**src/rtl/instr_fetch_unit_if.sv**
```systemverilog
// Instruction-memory request/response bus plus the fetch-to-decode handshake.
// The master modport is the fetch stage; the slave modport is memory/decode.
interface instr_fetch_unit_if #(
  parameter int ADDR_W = 16
);
  logic              imem_req;
  logic [ADDR_W-1:0] imem_addr;
  logic              imem_gnt;
  logic              imem_rvalid;
  logic [15:0]       imem_rdata;
  logic              if_valid;
  logic [15:0]       if_instr;
  logic [15:0]       if_pc;
  logic              id_ready;

  modport master (
    output imem_req, imem_addr, if_valid, if_instr, if_pc,
    input  imem_gnt, imem_rvalid, imem_rdata, id_ready
  );

  modport slave (
    input  imem_req, imem_addr, if_valid, if_instr, if_pc,
    output imem_gnt, imem_rvalid, imem_rdata, id_ready
  );
endinterface

```
**src/rtl/instr_fetch_unit.sv**
```systemverilog
// Single-issue fetch stage: owns the PC, fetches one 16-bit instruction at a
// time over req/gnt + rvalid, and holds it for decode until consumed or flushed.
module instr_fetch_unit #(
  parameter logic [15:0] RESET_PC = 16'h0000,
  parameter int          ADDR_W   = 16
) (
  input  logic        clk,
  input  logic        rst_n,
  input  logic [15:0] i_pc_next,
  input  logic        i_redirect,
  input  logic [15:0] i_redirect_pc,
  output logic [15:0] o_pc_out,
  instr_fetch_unit_if.master io_fetch
);

  typedef enum logic [1:0] {
    S_FETCH,
    S_WAIT,
    S_VALID
  } state_t;

  state_t      r_state, w_state_d;
  logic [15:0] r_pc, w_pc_d;
  logic [15:0] r_addr, w_addr_d;
  logic        r_discard, w_discard_d;
  logic        r_pend, w_pend_d;
  logic [15:0] r_instr;
  logic [15:0] r_if_pc;
  logic        w_latch;

  always_ff @(posedge clk or negedge rst_n) begin
    if (!rst_n) begin
      r_state   <= S_FETCH;
      r_pc      <= RESET_PC;
      r_addr    <= RESET_PC;
      r_discard <= 1'b0;
      r_pend    <= 1'b0;
      r_instr   <= 16'h0000;
      r_if_pc   <= 16'h0000;
    end else begin
      r_state   <= w_state_d;
      r_pc      <= w_pc_d;
      r_addr    <= w_addr_d;
      r_discard <= w_discard_d;
      r_pend    <= w_pend_d;
      if (w_latch) begin
        r_instr <= io_fetch.imem_rdata;
        r_if_pc <= r_pc;
      end
    end
  end

  // r_addr only changes on entry to FETCH, so a redirect that arrives before
  // the grant moves the PC without disturbing the outstanding request address.
  always_comb begin
    w_state_d   = r_state;
    w_pc_d      = r_pc;
    w_addr_d    = r_addr;
    w_discard_d = r_discard;
    w_pend_d    = r_pend;
    w_latch     = 1'b0;
    case (r_state)
      S_FETCH: begin
        if (i_redirect) w_pc_d = i_redirect_pc;
        if (io_fetch.imem_gnt) begin
          w_state_d   = S_WAIT;
          w_discard_d = r_pend | i_redirect;
          w_pend_d    = 1'b0;
        end else if (i_redirect) begin
          w_pend_d = 1'b1;
        end
      end
      S_WAIT: begin
        if (i_redirect) begin
          w_pc_d = i_redirect_pc;
          if (io_fetch.imem_rvalid) begin
            w_state_d   = S_FETCH;
            w_addr_d    = i_redirect_pc;
            w_discard_d = 1'b0;
          end else begin
            w_discard_d = 1'b1;
          end
        end else if (io_fetch.imem_rvalid) begin
          if (r_discard) begin
            w_discard_d = 1'b0;
            w_state_d   = S_FETCH;
            w_addr_d    = r_pc;
          end else begin
            w_latch   = 1'b1;
            w_state_d = S_VALID;
          end
        end
      end
      S_VALID: begin
        if (i_redirect) begin
          w_pc_d    = i_redirect_pc;
          w_addr_d  = i_redirect_pc;
          w_state_d = S_FETCH;
        end else if (io_fetch.id_ready) begin
          w_pc_d    = i_pc_next;
          w_addr_d  = i_pc_next;
          w_state_d = S_FETCH;
        end
      end
      default: w_state_d = S_FETCH;
    endcase
  end

  assign io_fetch.imem_req  = (r_state == S_FETCH) & rst_n;
  assign io_fetch.imem_addr = ADDR_W'({r_addr[15:1], 1'b0});
  assign io_fetch.if_valid  = (r_state == S_VALID);
  assign io_fetch.if_instr  = r_instr;
  assign io_fetch.if_pc     = r_if_pc;
  assign o_pc_out           = r_pc;

endmodule
```
**src/flat_wrapper.sv**
```systemverilog
// flat-port wrapper written by rule: the top's interface ports become plain ports
module instr_fetch_unit_flat 
#(
  parameter logic [15:0] RESET_PC = 16'h0000,
  parameter int          ADDR_W   = 16
)
  (clk, rst_n, i_pc_next, i_redirect, i_redirect_pc, o_pc_out, io_fetch_imem_req, io_fetch_imem_addr, io_fetch_if_valid, io_fetch_if_instr, io_fetch_if_pc, io_fetch_imem_gnt, io_fetch_imem_rvalid, io_fetch_imem_rdata, io_fetch_id_ready);
  instr_fetch_unit_if #(.ADDR_W(ADDR_W)) io_fetch_i ();
  input  logic clk;
  input  logic rst_n;
  input  logic [15:0] i_pc_next;
  input  logic i_redirect;
  input  logic [15:0] i_redirect_pc;
  output logic [15:0] o_pc_out;
  output wire logic [$bits(io_fetch_i.imem_req)-1:0] io_fetch_imem_req;
  output wire logic [$bits(io_fetch_i.imem_addr)-1:0] io_fetch_imem_addr;
  output wire logic [$bits(io_fetch_i.if_valid)-1:0] io_fetch_if_valid;
  output wire logic [$bits(io_fetch_i.if_instr)-1:0] io_fetch_if_instr;
  output wire logic [$bits(io_fetch_i.if_pc)-1:0] io_fetch_if_pc;
  input wire logic [$bits(io_fetch_i.imem_gnt)-1:0] io_fetch_imem_gnt;
  input wire logic [$bits(io_fetch_i.imem_rvalid)-1:0] io_fetch_imem_rvalid;
  input wire logic [$bits(io_fetch_i.imem_rdata)-1:0] io_fetch_imem_rdata;
  input wire logic [$bits(io_fetch_i.id_ready)-1:0] io_fetch_id_ready;
  assign io_fetch_imem_req = io_fetch_i.imem_req;
  assign io_fetch_imem_addr = io_fetch_i.imem_addr;
  assign io_fetch_if_valid = io_fetch_i.if_valid;
  assign io_fetch_if_instr = io_fetch_i.if_instr;
  assign io_fetch_if_pc = io_fetch_i.if_pc;
  assign io_fetch_i.imem_gnt = io_fetch_imem_gnt;
  assign io_fetch_i.imem_rvalid = io_fetch_imem_rvalid;
  assign io_fetch_i.imem_rdata = io_fetch_imem_rdata;
  assign io_fetch_i.id_ready = io_fetch_id_ready;
  instr_fetch_unit #(.RESET_PC(RESET_PC), .ADDR_W(ADDR_W)) u_core (.clk(clk), .rst_n(rst_n), .i_pc_next(i_pc_next), .i_redirect(i_redirect), .i_redirect_pc(i_redirect_pc), .o_pc_out(o_pc_out), .io_fetch(io_fetch_i));
endmodule
```
**config.mk**
```make
export PLATFORM = sky130hd
export DESIGN_NAME = instr_fetch_unit_flat
export DESIGN_NICKNAME = d
export VERILOG_FILES = /design/src/rtl/instr_fetch_unit_if.sv /design/src/rtl/instr_fetch_unit.sv /design/src/flat_wrapper.sv
export SDC_FILE = /design/constraint.sdc
export NUM_CORES = 1
export LEC_CHECK = 0
export CAP_MARGIN = 20
export CORE_ASPECT_RATIO = 0.9
export CORE_MARGIN = 2
export CORE_UTILIZATION = 45
export CTS_CLUSTER_DIAMETER = 30
export DETAILED_ROUTE_END_ITERATION = 7
export GPL_TIMING_DRIVEN = 0
export PLACE_DENSITY = 0.78
export SYNTH_ARGS = -nofsm -noshare
export SYNTH_HDL_FRONTEND = slang
export SYNTH_SLANG_ARGS = --single-unit
```
**constraint.sdc**
```tcl
create_clock -name clk -period 2.2 [get_ports clk]
set_input_delay 0.44 -clock clk [delete_from_list [all_inputs] [get_ports clk]]
set_output_delay 0.44 -clock clk [all_outputs]
set_load 0.02 [all_outputs]
```
After elaboration in Yosys (flattened, before gate mapping)
Index checks and enable logic that the tools add are counted.
- flip-flop bits (word level): 68
- input port bits: 54
- output and inout bits: 66
- word-level logic and storage cells: 56
- equality and inequality tests: 8
- mux-type cells: 28
- bitwise logic cells: 2
- reduce and logical (&&, ||, !) cells: 11
- operator list (kind ; number):
    $mux 16 ; 7
    $pmux 16 s2 ; 2
    $mux 2 ; 7
    $mux 1 ; 10
    $reduce_and 3->1 ; 3
    $reduce_bool 2->1 ; 4
    $ne 3x2->1 const B ; 2
    $pmux 2 s3 ; 1
    $ne 2x2->1 const B ; 2
    $reduce_and 4->1 ; 1
    $ne 3x3->1 const B ; 1
    $eq 2x1->1 const B ; 1
    $eq 2x2->1 const B ; 1
    $logic_not 2->1 ; 1
    $ne 2x1->1 const B ; 1
    $pmux 1 s2 ; 1
    $reduce_and 2->1 ; 1
    $reduce_or 2->1 ; 1
    $and 1x1->1 ; 1
    $or 1x1->1 ; 1

Longest topological paths before layout
Gate-level depths: netlist of run 1.
- depth after elaboration: 4
- depth in mapped cells: 7
- depth with buffers taken out: 6

Worst setup path before layout of run 1
OpenSTA, ideal clock, no wires.
- path kind: register -> register
- start: register u_core.r_state[0]
- end: register u_core.r_addr[3]
- library setup time: 0.125 ns
- data arrival time: 1.769 ns
- required time: 2.075 ns
- path slack: 0.306 ns
- stages on the path, launching flop included: 8
- buffers on the path: 2
- clock period less this slack: 1.894 ns
- path through: dfrtp_1 -> inv_1 -> ha_1 -> buf_2 -> buf_4 -> mux2i_1 -> o21ai_0 -> mux2_4
- longest elaborated chain between the ends: 3
- elaborated cells on any way between the ends: 8
- those cells by class: 5 x eq/ne; 1 x mux; 2 x reduce/logical
- RTL lines (item ; RTL line ; RTL):
    start, declared ; instr_fetch_unit.sv:22 ; state_t r_state, w_state_d;
    start signal, assigned ; instr_fetch_unit.sv:41 ; r_state <= w_state_d;
    $eq 2x2->1 * ; n/a ;
    net io_fetch_if_valid ; flat_wrapper.sv:17 ; output wire logic [$bits(io_fetch_i.if_valid)-1:0] io_fetch_if_valid;
    $ne 3x2->1 (no line) / $reduce_bool 2->1 (equally long branches) ; n/a ;
    $reduce_and 4->1 (no line) ; n/a ;
    end signal, assigned ; instr_fetch_unit.sv:43 ; r_addr <= w_addr_d;
    end, declared ; instr_fetch_unit.sv:24 ; logic [15:0] r_addr, w_addr_d;
The timed path passes the listed nets; every way through them passes the cells marked *.
A chain may end at the register's enable or synchronous reset.

Worst setup path after layout of run 1
- start: register u_core.r_state[0]
- end: output io_fetch_imem_req
- longest elaborated chain between the ends: 2
- RTL lines (item ; RTL line ; RTL):
    $logic_not 2->1 ; instr_fetch_unit.sv:109 ; assign io_fetch.imem_req = (r_state == S_FETCH) & rst_n;
    $and 1x1->1 ; instr_fetch_unit.sv:109 ;
    end, declared ; flat_wrapper.sv:15 ; output wire logic [$bits(io_fetch_i.imem_req)-1:0] io_fetch_imem_req;
No other way between the ends.

==> results of run 1 <==
[cells by family (layout without fill, tap and decap cells)]
family                     count (synthesis)  after routing  synth area share [%]
AOI/OAI and AO/OA                         26             26                 5.061
adders and majority gates                  5              5                 1.874
other                                      1              1                0.1123
and+or+nand+nor                           24             24                 3.786
muxes                                     96             96                 35.16
DFF                                       67             67                 50.22
buffers and inverters                     18            152                 3.785
[area by class of cell]
| type | instances | area share (%) |
|---|---|---|
| Sequential cell | 67 | 34.46 |
| Multi-Input combinational cell | 152 | 31.60 |
| Timing Repair Buffer | 118 | 24.25 |
| Clock buffer | 10 | 2.828 |
| Tap cell | 93 | 2.391 |
| Buffer | 14 | 2.340 |
| Clock inverter | 6 | 1.826 |
| Inverter | 4 | 0.3086 |
[flip-flops by register name (all words and copies together), names as in the netlist]
| signal | cells |
|---|---|
| u_core.io_fetch.if_instr | 16 |
| u_core.io_fetch.if_pc | 16 |
| u_core.o_pc_out | 16 |
| u_core.r_addr | 15 |
| u_core.r_discard | 1 |
| u_core.r_pend | 1 |
| u_core.r_state | 2 |
[layer usage]
metal	up-vias	wire length (um)	track usage (%)
met5	-	0	0
met4	0	87	6.456
met3	14	512	6.239
met2	91	4067	36.43
met1	1185	3576	27.04
li1	1093	-	-
[worst paths after layout]
kind                                               from  depth (start not counted)  slack, ns                            to
setup / recovery                      u_core.r_state[0]                          4       0.11             io_fetch_imem_req
hold reg to reg            u_core.io_fetch.if_instr[15]                          1       0.49  u_core.io_fetch.if_instr[15]
max in group asynchronous                         rst_n                          1       1.69   u_core.io_fetch.if_instr[2]
min in group clk           u_core.io_fetch.if_instr[15]                          1       0.49  u_core.io_fetch.if_instr[15]
hold / removal                                    rst_n                          1       0.08              u_core.r_addr[8]
setup reg to reg                      u_core.r_state[0]                          7       0.12           u_core.o_pc_out[10]
[critical path: stages, from the launching register on]
cell           delay, ns
dfrtp_1             0.46
inv_1               0.14
ha_2                0.24
and2_1              0.13
dlygate4sd2_1       0.33
[Yosys cell counts, types with 2 or more instances]
cell | count | area [um^2]
buf_2 | 4 | 20.02
inv_1 | 4 | 15.01
buf_6 | 4 | 45.04
mux2_2 | 48 | 540.5
o21ai_0 | 16 | 80.08
nand2_1 | 17 | 63.81
mux2_4 | 30 | 450.4
mux2_1 | 2 | 22.52
clkbuf_1 | 3 | 11.26
dfrtp_1 | 67 | 1677
buf_4 | 2 | 15.01
mux2i_1 | 16 | 160.2
ha_1 | 5 | 62.56
nand2b_1 | 3 | 18.77
a21oi_1 | 6 | 30.03
[through the flow]
step	instances	setup slack, ns	hold slack (ns)
floorplan	237	0.3063	0.1444
CTS	464	0.04140	0.2179
global route	464	0.001862	0.1126
finish	464	0.1053	0.07759
detailed placement	448	-0.2169	0.4746
global placement	448	-2.370	0.4711
[report_power, final]
group	internal, W	total (W)	switching [W]	leakage, nW
registers	0.00181	0.00220	0.000388	0.807
clock network	0.000669	0.00116	0.000489	0.108
logic	0.00196	0.00356	0.00159	1.20
[repair_timing]
item / 4_1_cts / 5_1_grt
setup buffers: 0 / 0
gates resized for setup: 3 / 3
endpoints found under the setup margin: 1 / 14
hold buffers: 0 / 0
==> impl_results.md, run 1 <==
- Count of standard-cell rows: 29
- Detailed-route via count: 2383
- Final worst path period share: 95.21%
- Path type of the worst min-delay path: input pin to async pin
- PD cells: 1420 mW/mm^2
- Worst path arrival time: 1.65 ns
- Mean instance size in the synthesized netlist: 14.09 um^2
- First-pass GRT wire length: 13080 um
- Number of buffers inserted by port buffering: 118
- Setup Crit Path Kind: flip-flop to output pin
- Number of global-route vias before repair: 2570
- Vias/cell: 5.136
- Longest Clk Path Bufs: 2
- Post-detailed-placement half-perimeter wirelength: 5922 um
- Die width: 94.79 um
- Number of buffers inserted during clock tree synthesis: 9
- Worst relative slew slack: 59.69%
- Total of flip-flops plus latches after synthesis: 67
- TritonCTS clock tree: done
- Wirelength, routed: 8242 um
- Final total negative setup slack: 0 ns
- Number of nets at the end of the flow: 425
- Commonest cells after routing, fill and taps aside: 115 x clkdlybuf4s50_1, 67 x dfrtp_1, 48 x mux2_2
- Fill cell count: 554
- Number of max-slew violations in the final report: 0
- Most frequent standard cell in the layout excluding fill and tap cells: clkdlybuf4s50_1
- Total design power: 0.006909 W
- Vertical die dimension: 85.71 um
- Gr ovfl total: 0
- Core area: 0.007112 mm^2
- Number of I/O pins: 120
- Reported max-cap violation count: 0
- Per-cell routed wire length: 17.76 um
- Kind of end point of the critical path: output pin
- Required time worst endpoint: 1.76 ns
- Post-layout instance area: 0.004866 mm^2
- Root buf cell: clkbuf_8
- Global router's overall resource usage: 21.62%
- Post-route minimum period: 2.095 ns
- Fraction of the yosys area taken by sequential cells: 50.22%
- CTS sink count: 67
- Mapped Area: 0.003338 mm^2
- Mapped Nets: 296
- DP Area: 0.004633 mm^2
- Synthesized instance count: 237
- Number of failing hold endpoints at the final stage: 0
- Initial DRT Pass Iterations: 5
- Final setup viols: 0
- Layout Area Growth over Synthesis: 45.76%
- Weighted congestion at the end of routability-driven global placement: 0.7916
- Ant diodes: 0
- Number of distinct library cells after synthesis: 25
- Setup repair after global routing missed its margin: no
- Post-Route Utilization: 68.42%
- Sequential Area: 0.001677 mm^2
- Clock-pin slew of the registers on the worst-case setup and hold paths: 0.08 ns
- Fraction of layout instances using a drive strength above 1: 30.46%
- Largest voltage drop on the vdd net: 0.7950 mV
- Floorplan die area: 0.008124 mm^2
- Most common flop cell mapped by yosys: dfrtp_1
- Post-route antenna net violation count: 0
- Initial antenna violation count: 0
- Initial cell density of the core: 46.94%
- Result of the run: finished clean
- DRC violation count after routing: 0
- Post-synth EDFFs: 0
- Element type at the critical path start: flip-flop
- Number of DRC violations after detailed-routing iteration 0: 51
- Clock latency of the later-clocked register in the worst-skew pair: 0.34 ns
- Fraction of registers with async set or reset after synthesis: 100.0%
- Warnings from Yosys: 0
- CTS H-tree lvls: 3
- Largest net degree at the start of global routing: 69
- Final worst clock skew: 0.006991 ns
- Top fanout value on the critical path: 5
- Leakage dissipation: 2.113 nW
- Slew at the pin with the worst max-slew slack: 0.6046 ns
- Total area of multi-input combinational cells: 0.001538 mm^2
- Fmax: 0.4774 GHz
No activity file was read; power rests on OpenSTA's default activity.
==> run 2: changes to the inputs <==
--- a/config.mk
+++ b/config.mk
@@ -13,6 +13,7 @@
 export DETAILED_ROUTE_END_ITERATION = 7
 export GPL_TIMING_DRIVEN = 0
 export PLACE_DENSITY = 0.78
+export SETUP_SLACK_MARGIN = 0.1
 export SYNTH_ARGS = -nofsm -noshare
 export SYNTH_HDL_FRONTEND = slang
 export SYNTH_SLANG_ARGS = --single-unit
==> constraint.sdc (replaced) <==
create_clock -name clk -period 2.2 [get_ports clk]
set_input_delay 0.33 -clock clk [delete_from_list [all_inputs] [get_ports clk]]
set_output_delay 0.33 -clock clk [all_outputs]
set_load 0.02 [all_outputs]
==> impl_results.md, run 2 (synthesis gave the netlist of run 1 again) <==
- Number of DRC violations after detailed-routing iteration 0: 36 (was 51)
- Weighted congestion at the end of routability-driven global placement: 0.7916 (unchanged)
- Number of buffers inserted during clock tree synthesis: 9 (unchanged)
- Final setup viols: 0 (unchanged)
- Result of the run: finished clean (unchanged)
- Post-detailed-placement half-perimeter wirelength: 5922 um (unchanged)
- Post-route antenna net violation count: 0 (unchanged)
- Post-route non-filler standard cell count: 467 (was 464)
- Number of failing hold endpoints at the final stage: 0 (unchanged)
- Number of nets at the end of the flow: 428 (was 425)
- Number of global-route vias before repair: 2563 (was 2570)
- Kind of end point of the critical path: flip-flop (was output pin)
- First-pass GRT wire length: 13070 um (was 13080 um)
- DRC violation count after routing: 0 (unchanged)
- Wirelength, routed: 8279 um (was 8242 um)
- Required time worst endpoint: 2.43 ns (was 1.76 ns)
- Largest net degree at the start of global routing: 69 (unchanged)
- Initial DRT Pass Iterations: 4 (was 5)
- PD cells: 1416 mW/mm^2 (was 1420 mW/mm^2)
- Fmax: 0.4980 GHz (was 0.4774 GHz)
- Number of buffers inserted by port buffering: 118 (unchanged)
- CTS sink count: 67 (unchanged)
- Global router's overall resource usage: 21.62% (unchanged)
- Share of power burned in combinational logic: 51.6% (was 51.5%)
- DP Worst Slack: 0.003108 ns (was -0.2169 ns)
- Setup Crit Path Kind: flip-flop to flip-flop (was flip-flop to output pin)
- CTS H-tree lvls: 3 (unchanged)
- Reported max-cap violation count: 0 (unchanged)
- TritonCTS clock tree: done (unchanged)
- Worst path arrival time: 2.23 ns (was 1.65 ns)
- Fill cell count: 549 (was 554)
- Top fanout value on the critical path: 10 (was 5)
- Vertical die dimension: 85.71 um (unchanged)
- Cell Count Post-Placement: 448 (unchanged)
- Ant diodes: 0 (unchanged)
- Root buf cell: clkbuf_8 (unchanged)
- Number of I/O pins: 120 (unchanged)
- Final worst path period share: 91.27% (was 95.21%)
- Fraction of power consumed by the clock network: 16.7% (was 16.8%)
- Final worst clock skew: 0.009240 ns (was 0.006991 ns)
- Vias/cell: 5.167 (was 5.136)
- Worst relative slew slack: 43.93% (was 59.69%)
- Minimum hold slack: 0.08010 ns (was 0.07759 ns)
- Slew at the pin with the worst max-slew slack: 0.8411 ns (was 0.6046 ns)
- Path type of the worst min-delay path: input pin to async pin (unchanged)
- Floorplan die area: 0.008124 mm^2 (unchanged)
- Longest Clk Path Bufs: 2 (unchanged)
- Final total negative setup slack: 0 ns (unchanged)
- Gr ovfl total: 0 (unchanged)
- Initial cell density of the core: 46.94% (unchanged)
- Hold buffers post-CTS: 0 (unchanged)
- Proportion of power drawn by flip-flops and latches: 31.7% (was 31.8%)
- Post-route minimum period: 2.008 ns (was 2.095 ns)
- Count of standard-cell rows: 29 (unchanged)
- Layout Area Growth over Synthesis: 46.78% (was 45.76%)
- Most frequent standard cell in the layout excluding fill and tap cells: clkdlybuf4s50_1 (unchanged)
- Clock latency of the later-clocked register in the worst-skew pair: 0.35 ns (was 0.34 ns)
- Sw Ratio: 35.74% (was 35.75%)
- Detailed-route via count: 2413 (was 2383)
- Internal power contribution: 0.004458 W (was 0.004439 W)
- Crit path setup slack, layout: 0.1921 ns (was 0.1053 ns)
- Clock-pin slew of the registers on the worst-case setup and hold paths: 0.08 ns (about the same)
- Element type at the critical path start: flip-flop (unchanged)
- Commonest cells after routing, fill and taps aside: 115 x clkdlybuf4s50_1, 67 x dfrtp_1, 48 x mux2_2 (unchanged)
- Fraction of layout instances using a drive strength above 1: 31.02% (was 30.46%)
- Die width: 94.79 um (unchanged)
- Leakage dissipation: 2.140 nW (was 2.113 nW)
- Number of max-slew violations in the final report: 0 (unchanged)
- Switching power of the nets: 0.002479 W (was 0.002470 W)
- Largest voltage drop on the vdd net: 0.7944 mV (was 0.7950 mV)
- Per-cell routed wire length: 17.73 um (was 17.76 um)
- Initial antenna violation count: 0 (unchanged)
- Core area: 0.007112 mm^2 (unchanged)
- DP Area: 0.004633 mm^2 (unchanged)
- Post-layout instance area: 0.004900 mm^2 (was 0.004866 mm^2)
- Setup repair after global routing missed its margin: no (unchanged)
run 2: through the flow:
stage          total power, W  utilization [%]
2_1_floorplan        0.004238                -
3_3_place_gp         0.005693            65.18
3_5_place_dp         0.005796            65.15
4_1_cts              0.007000            68.49
5_1_grt              0.007323            68.90
6_report             0.006937            68.90
run 2: layout make-up:
cell class	instances	area (um^2)	share of cell area (%)
inverters	4	15.01	0.3064
clock buffers	10	137.6	2.809
plain buffers	14	125.1	2.554
well taps	93	116.4	2.375
clock inverters	6	88.84	1.813
multi-input cells	152	1538	31.38
flip-flops and latches	67	1677	34.22
repair buffers	121	1202	24.54
run 2: timing repair:
action / 4_1_cts / 5_1_grt
resized for setup: 3 / 7
endpoints found under the setup margin: 5 / 42
buffers inserted: 1 / 2
run 2: power groups by stage:
stage,clock [W],combinational [W],sequential (W)
after floorplan,0,0.00141,0.00282
after global placement,0,0.00350,0.00219
after detailed placement,0,0.00358,0.00222
after CTS,0.00119,0.00361,0.00220
after global routing,0.00125,0.00380,0.00228
final,0.00116,0.00358,0.00220
run 2: worst max-delay path, stage by stage (launching register included):
cell and delay [ns]:
dfrtp_1 0.47, inv_1 0.13, ha_1 0.23, nand2b_1 0.18
a2bb2oi_4 0.21, nand3_4 0.16, buf_6 0.20, mux2_4 0.30
run 2: final timing paths:
path                                               from                           end  slack, ns  cells past startpoint
hold reg to reg            u_core.io_fetch.if_instr[15]  u_core.io_fetch.if_instr[15]       0.49                      1
min in group clk           u_core.io_fetch.if_instr[15]  u_core.io_fetch.if_instr[15]       0.49                      1
hold / removal                                    rst_n              u_core.r_addr[8]       0.08                      1
setup reg to reg                      u_core.r_state[0]              u_core.r_addr[3]       0.19                      7
max in group asynchronous                         rst_n   u_core.io_fetch.if_instr[2]       1.56                      1
setup / recovery                      u_core.r_state[0]              u_core.r_addr[3]       0.19                      7
run 2: per-layer routing:
| metal | vias up | share of wire [%] | GRT usage, % |
|---|---|---|---|
| met3 | 10 | 5.6 | 6.239 |
| met2 | 80 | 50 | 36.43 |
| met1 | 1219 | 44 | 27.04 |
| met4 | 0 | 0.86 | 6.456 |
| met5 | - | 0 | 0 |
| li1 | 1104 | - | - |
==> run 3: changes to the inputs <==
--- a/config.mk
+++ b/config.mk
@@ -5,6 +5,7 @@
 export SDC_FILE = /design/constraint.sdc
 export NUM_CORES = 1
 export LEC_CHECK = 0
+export ABC_AREA = 1
 export CAP_MARGIN = 20
 export CORE_ASPECT_RATIO = 0.9
 export CORE_MARGIN = 2
@@ -12,7 +13,7 @@
 export CTS_CLUSTER_DIAMETER = 30
 export DETAILED_ROUTE_END_ITERATION = 7
 export GPL_TIMING_DRIVEN = 0
-export PLACE_DENSITY = 0.78
+export PLACE_DENSITY_LB_ADDON = 0.08
 export SETUP_SLACK_MARGIN = 0.1
 export SYNTH_ARGS = -nofsm -noshare
 export SYNTH_HDL_FRONTEND = slang
==> impl_results.md, run 3 <==
- Internal power contribution: 0.004055 W (was 0.004458 W)
- Initial antenna violation count: 0 (unchanged)
- Layout Area Growth over Synthesis: 44.31% (was 46.78%)
- Ant diodes: 0 (unchanged)
- Most common flop cell mapped by yosys: dfrtp_1 (unchanged)
- Post-route non-filler standard cell count: 688 (was 467)
- Element type at the critical path start: flip-flop (unchanged)
- Result of the run: finished clean (unchanged)
- Number of buffers inserted by port buffering: 118 (unchanged)
- Compound-Gate Fraction of Synth Area: 5.713% (was 5.060%)
- Minimum hold slack: 0.06705 ns (was 0.08010 ns)
- Multiplexer area fraction after synthesis: 0% (was 35.16%)
- Cell with the largest stage delay on the worst path: dfrtp_1 (unchanged)
- Final worst clock skew: 0.004644 ns (was 0.009240 ns)
- Largest net degree at the start of global routing: 69 (unchanged)
- Number of buffer and inverter instances along the worst setup path: 3 (was 2)
- CTS H-tree lvls: 3 (unchanged)
- TritonCTS clock tree: done (unchanged)
- Kind of end point of the critical path: output pin (was flip-flop)
- Adder and majority cell fraction of the synthesized area: 1.843% (was 1.874%)
- Synthesized instance count: 458 (was 237)
- Share of power burned in combinational logic: 53.4% (was 51.6%)
- Post-detailed-placement half-perimeter wirelength: 6697 um (was 5922 um)
- Vertical die dimension: 86.40 um (was 85.71 um)
- Global router's overall resource usage: 22.23% (was 21.62%)
- Top post-synthesis cells by count: 248 x nand2_1, 67 x dfrtp_1, 34 x nand3_1, 31 x o21ai_0, 26 x inv_1 (was 67 x dfrtp_1, 48 x mux2_2, 30 x mux2_4, 17 x nand2_1)
- Xor and xnor area share after synthesis: 0% (unchanged)
- Setup Crit Path Kind: flip-flop to output pin (was flip-flop to flip-flop)
- Leading post-synthesis cells by cell area: dfrtp_1 49%, nand2_1 27%, nand3_1 5.0% (was dfrtp_1 50%, mux2_2 16%, mux2_4 13%)
- Sequential Area: 0.001677 mm^2 (unchanged)
- CTS sink count: 67 (unchanged)
- Vias/cell: 4.642 (was 5.167)
- Slew at the pin with the worst max-slew slack: 0.8298 ns (was 0.8411 ns)
- Number of global-route vias before repair: 3120 (was 2563)
- Wirelength, routed: 8676 um (was 8279 um)
- Post-route antenna net violation count: 0 (unchanged)
- Top fanout value on the critical path: 5 (was 10)
- Number of nets at the end of the flow: 646 (was 428)
- Mapped Area: 0.003395 mm^2 (was 0.003338 mm^2)
- Fraction of the yosys area taken by sequential cells: 49.39% (was 50.22%)
- Post-synth EDFFs: 0 (unchanged)
- Detailed-route via count: 3194 (was 2413)
- Initial cell density of the core: 45.67% (was 46.94%)
- Number of DRC violations after detailed-routing iteration 0: 172 (was 36)
- Leakage dissipation: 2.558 nW (was 2.140 nW)
- Largest voltage drop on the vdd net: 0.6971 mV (was 0.7944 mV)
- Total area of multi-input combinational cells: 0.001476 mm^2 (was 0.001538 mm^2)
- Count of standard-cell rows: 30 (was 29)
- Largest area contributor in the synthesized netlist: dfrtp_1 (unchanged)
- Post-layout instance area: 0.004898 mm^2 (was 0.004900 mm^2)
- Number of buffers inserted during clock tree synthesis: 9 (unchanged)
- Per-cell routed wire length: 12.61 um (was 17.73 um)
- Die width: 95.55 um (was 94.79 um)
- Number of distinct library cells after synthesis: 25 (unchanged)
- Sw Ratio: 42.91% (was 35.74%)
- First-pass GRT wire length: 14310 um (was 13070 um)
- Post-route minimum period: 1.931 ns (was 2.008 ns)
- Reported max-cap violation count: 0 (unchanged)
- Number of setup buffers added after CTS: 0 (was 1)
- Initial DRT Pass Iterations: 5 (was 4)
- PD cells: 1450 mW/mm^2 (was 1416 mW/mm^2)
- Main combinational cell family by area after synthesis: simple AND/OR/NAND/NOR gates (was multiplexers)
- DRC violation count after routing: 0 (unchanged)
- Fmax: 0.5178 GHz (was 0.4980 GHz)
- Post-Synth Simple-Gate Area: 35.75% (was 3.786%)
- DP Area: 0.004693 mm^2 (was 0.004633 mm^2)
- Path type of the worst min-delay path: input pin to async pin (unchanged)
- Fraction of power consumed by the clock network: 14.7% (was 16.7%)
- Fraction of registers with async set or reset after synthesis: 100.0% (unchanged)
- Most frequent standard cell in the layout excluding fill and tap cells: nand2_1 (was clkdlybuf4s50_1)
- Total of flip-flops plus latches after synthesis: 67 (unchanged)
- Required time worst endpoint: 1.87 ns (was 2.43 ns)
- Fraction of layout instances using a drive strength above 1: 7.939% (was 31.02%)
- Gr ovfl total: 0 (unchanged)
- Worst relative slew slack: 44.68% (was 43.93%)
- Clock latency of the later-clocked register in the worst-skew pair: 0.34 ns (was 0.35 ns)
- Mean instance size in the synthesized netlist: 7.412 um^2 (was 14.09 um^2)
- Number of I/O pins: 120 (unchanged)
- Warnings from Yosys: 0 (unchanged)
- Yosys top cell area share: 49.39% (was 50.22%)
- Root buf cell: clkbuf_8 (unchanged)
- Longest Clk Path Bufs: 2 (unchanged)
- Most instantiated library cell after synthesis: nand2_1 (was dfrtp_1)
- Worst path cell trace: inv_1 > ha_2 > nand2_1 > inv_1 > dlygate4sd2_1 (was inv_1 > ha_1 > nand2b_1 > a2bb2oi_4 > nand3_4 > buf_6 > mux2_4)
- Setup repair after global routing missed its margin: no (unchanged)
- Weighted congestion at the end of routability-driven global placement: 0.8373 (was 0.7916)
- Switching power of the nets: 0.003048 W (was 0.002479 W)
- DP Worst Slack: 0.06366 ns (was 0.003108 ns)
- Cell class contributing the biggest share of worst-path delay: buffers and inverters (was flip-flops)
- Number of max-slew violations in the final report: 0 (unchanged)
- Number of failing hold endpoints at the final stage: 0 (unchanged)
- Commonest cells after routing, fill and taps aside: 248 x nand2_1, 115 x clkdlybuf4s50_1, 67 x dfrtp_1 (was 115 x clkdlybuf4s50_1, 67 x dfrtp_1, 48 x mux2_2)
- Crit path setup slack, layout: 0.2687 ns (was 0.1921 ns)
- Core area: 0.007432 mm^2 (was 0.007112 mm^2)
- Clock-pin slew of the registers on the worst-case setup and hold paths: 0.07 ns (was 0.08 ns)
- Final worst path period share: 87.78% (was 91.27%)
- Mapped Nets: 517 (was 296)
- Cell Count Post-Placement: 672 (was 448)
- CP dominant cell by count: inv_1
- Floorplan die area: 0.008255 mm^2 (was 0.008124 mm^2)
- Final setup viols: 0 (unchanged)
- Worst path arrival time: 1.60 ns (was 2.23 ns)
- Proportion of power drawn by flip-flops and latches: 31.9% (was 31.7%)
- Fill cell count: 648 (was 549)
- Maximum single-stage delay on the critical path: 0.43 ns (was 0.47 ns)
==> run 3: cell count changes in the layout (fill, tap and decap cells not counted), sizes merged, moves of 6 or more <==
cell   previous run  this run
o21ai            16        36
mux2i            16         0
nand3             1        35
mux2             80         0
buf              13        20
inv               4        29
nand2            17       252
a21oi             8         2
==> run 3: through the flow <==
step / TNS (ns) / total power [W] / util (%)
6_report: 0 / 0.007104 / 65.91
5_1_grt: 0 / 0.007669 / 65.91
4_1_cts: 0 / 0.007154 / 65.84
3_5_place_dp: 0 / 0.006095 / 63.15
3_3_place_gp: -98.96 / 0.006014 / 63.18
2_1_floorplan: 0 / 0.004398 / -
==> run 3: worst paths after layout <==
path                                              from                           to  slack (ns)  cells after the start
hold reg to reg            u_core.io_fetch.if_instr[7]  u_core.io_fetch.if_instr[7]        0.47                      2
setup / recovery                     u_core.r_state[1]            io_fetch_imem_req        0.27                      5
hold / removal                                   rst_n  u_core.io_fetch.if_instr[7]        0.07                      1
setup reg to reg                     u_core.r_state[0]             u_core.r_addr[5]        0.47                     11
max in group asynchronous                        rst_n             u_core.r_discard        1.58                      1
min in group clk           u_core.io_fetch.if_instr[7]  u_core.io_fetch.if_instr[7]        0.47                      2
==> run 3: logic make-up after synthesis <==
logic type               Yosys count
buffers and inverters             52
adder cells (fa/ha/maj)            5
other                              1
AND/OR/NAND/NOR                  295
AO/OA/AOI/OAI                     38
flip-flops                        67
==> run 3: per-layer routing <==
layer / track usage [%] / wire length [um]
met2: 35.22 / 3854
met3: 6.435 / 579
met4: 7.403 / 142
met5: 0 / 0
met1: 29.38 / 4100
==> run 3: power by group through the flow <==
stage	Combinational, W	Sequential [W]	Clock (W)
global route	0.00420	0.00233	0.00114
CTS	0.00382	0.00226	0.00107
finish	0.00379	0.00227	0.00105
detailed placement	0.00382	0.00227	0
floorplan	0.00152	0.00288	0
global placement	0.00375	0.00226	0
==> run 3: repair_timing <==
item                       4_1_cts  5_1_grt
resized for setup                1        2
hold buffers                     0        0
pin swaps                        0        0
setup endpoints to repair        1        2
==> run 3: layout make-up <==
cell class                 count  area share, %
sequential                    67          34.23
multi-input combinational    339          30.14
buffer                        24          2.835
timing repair buffer         118          24.09
inverter                      28          2.146
tap                           96          2.452
clock buffer                  11          2.886
clock inverter                 5          1.226
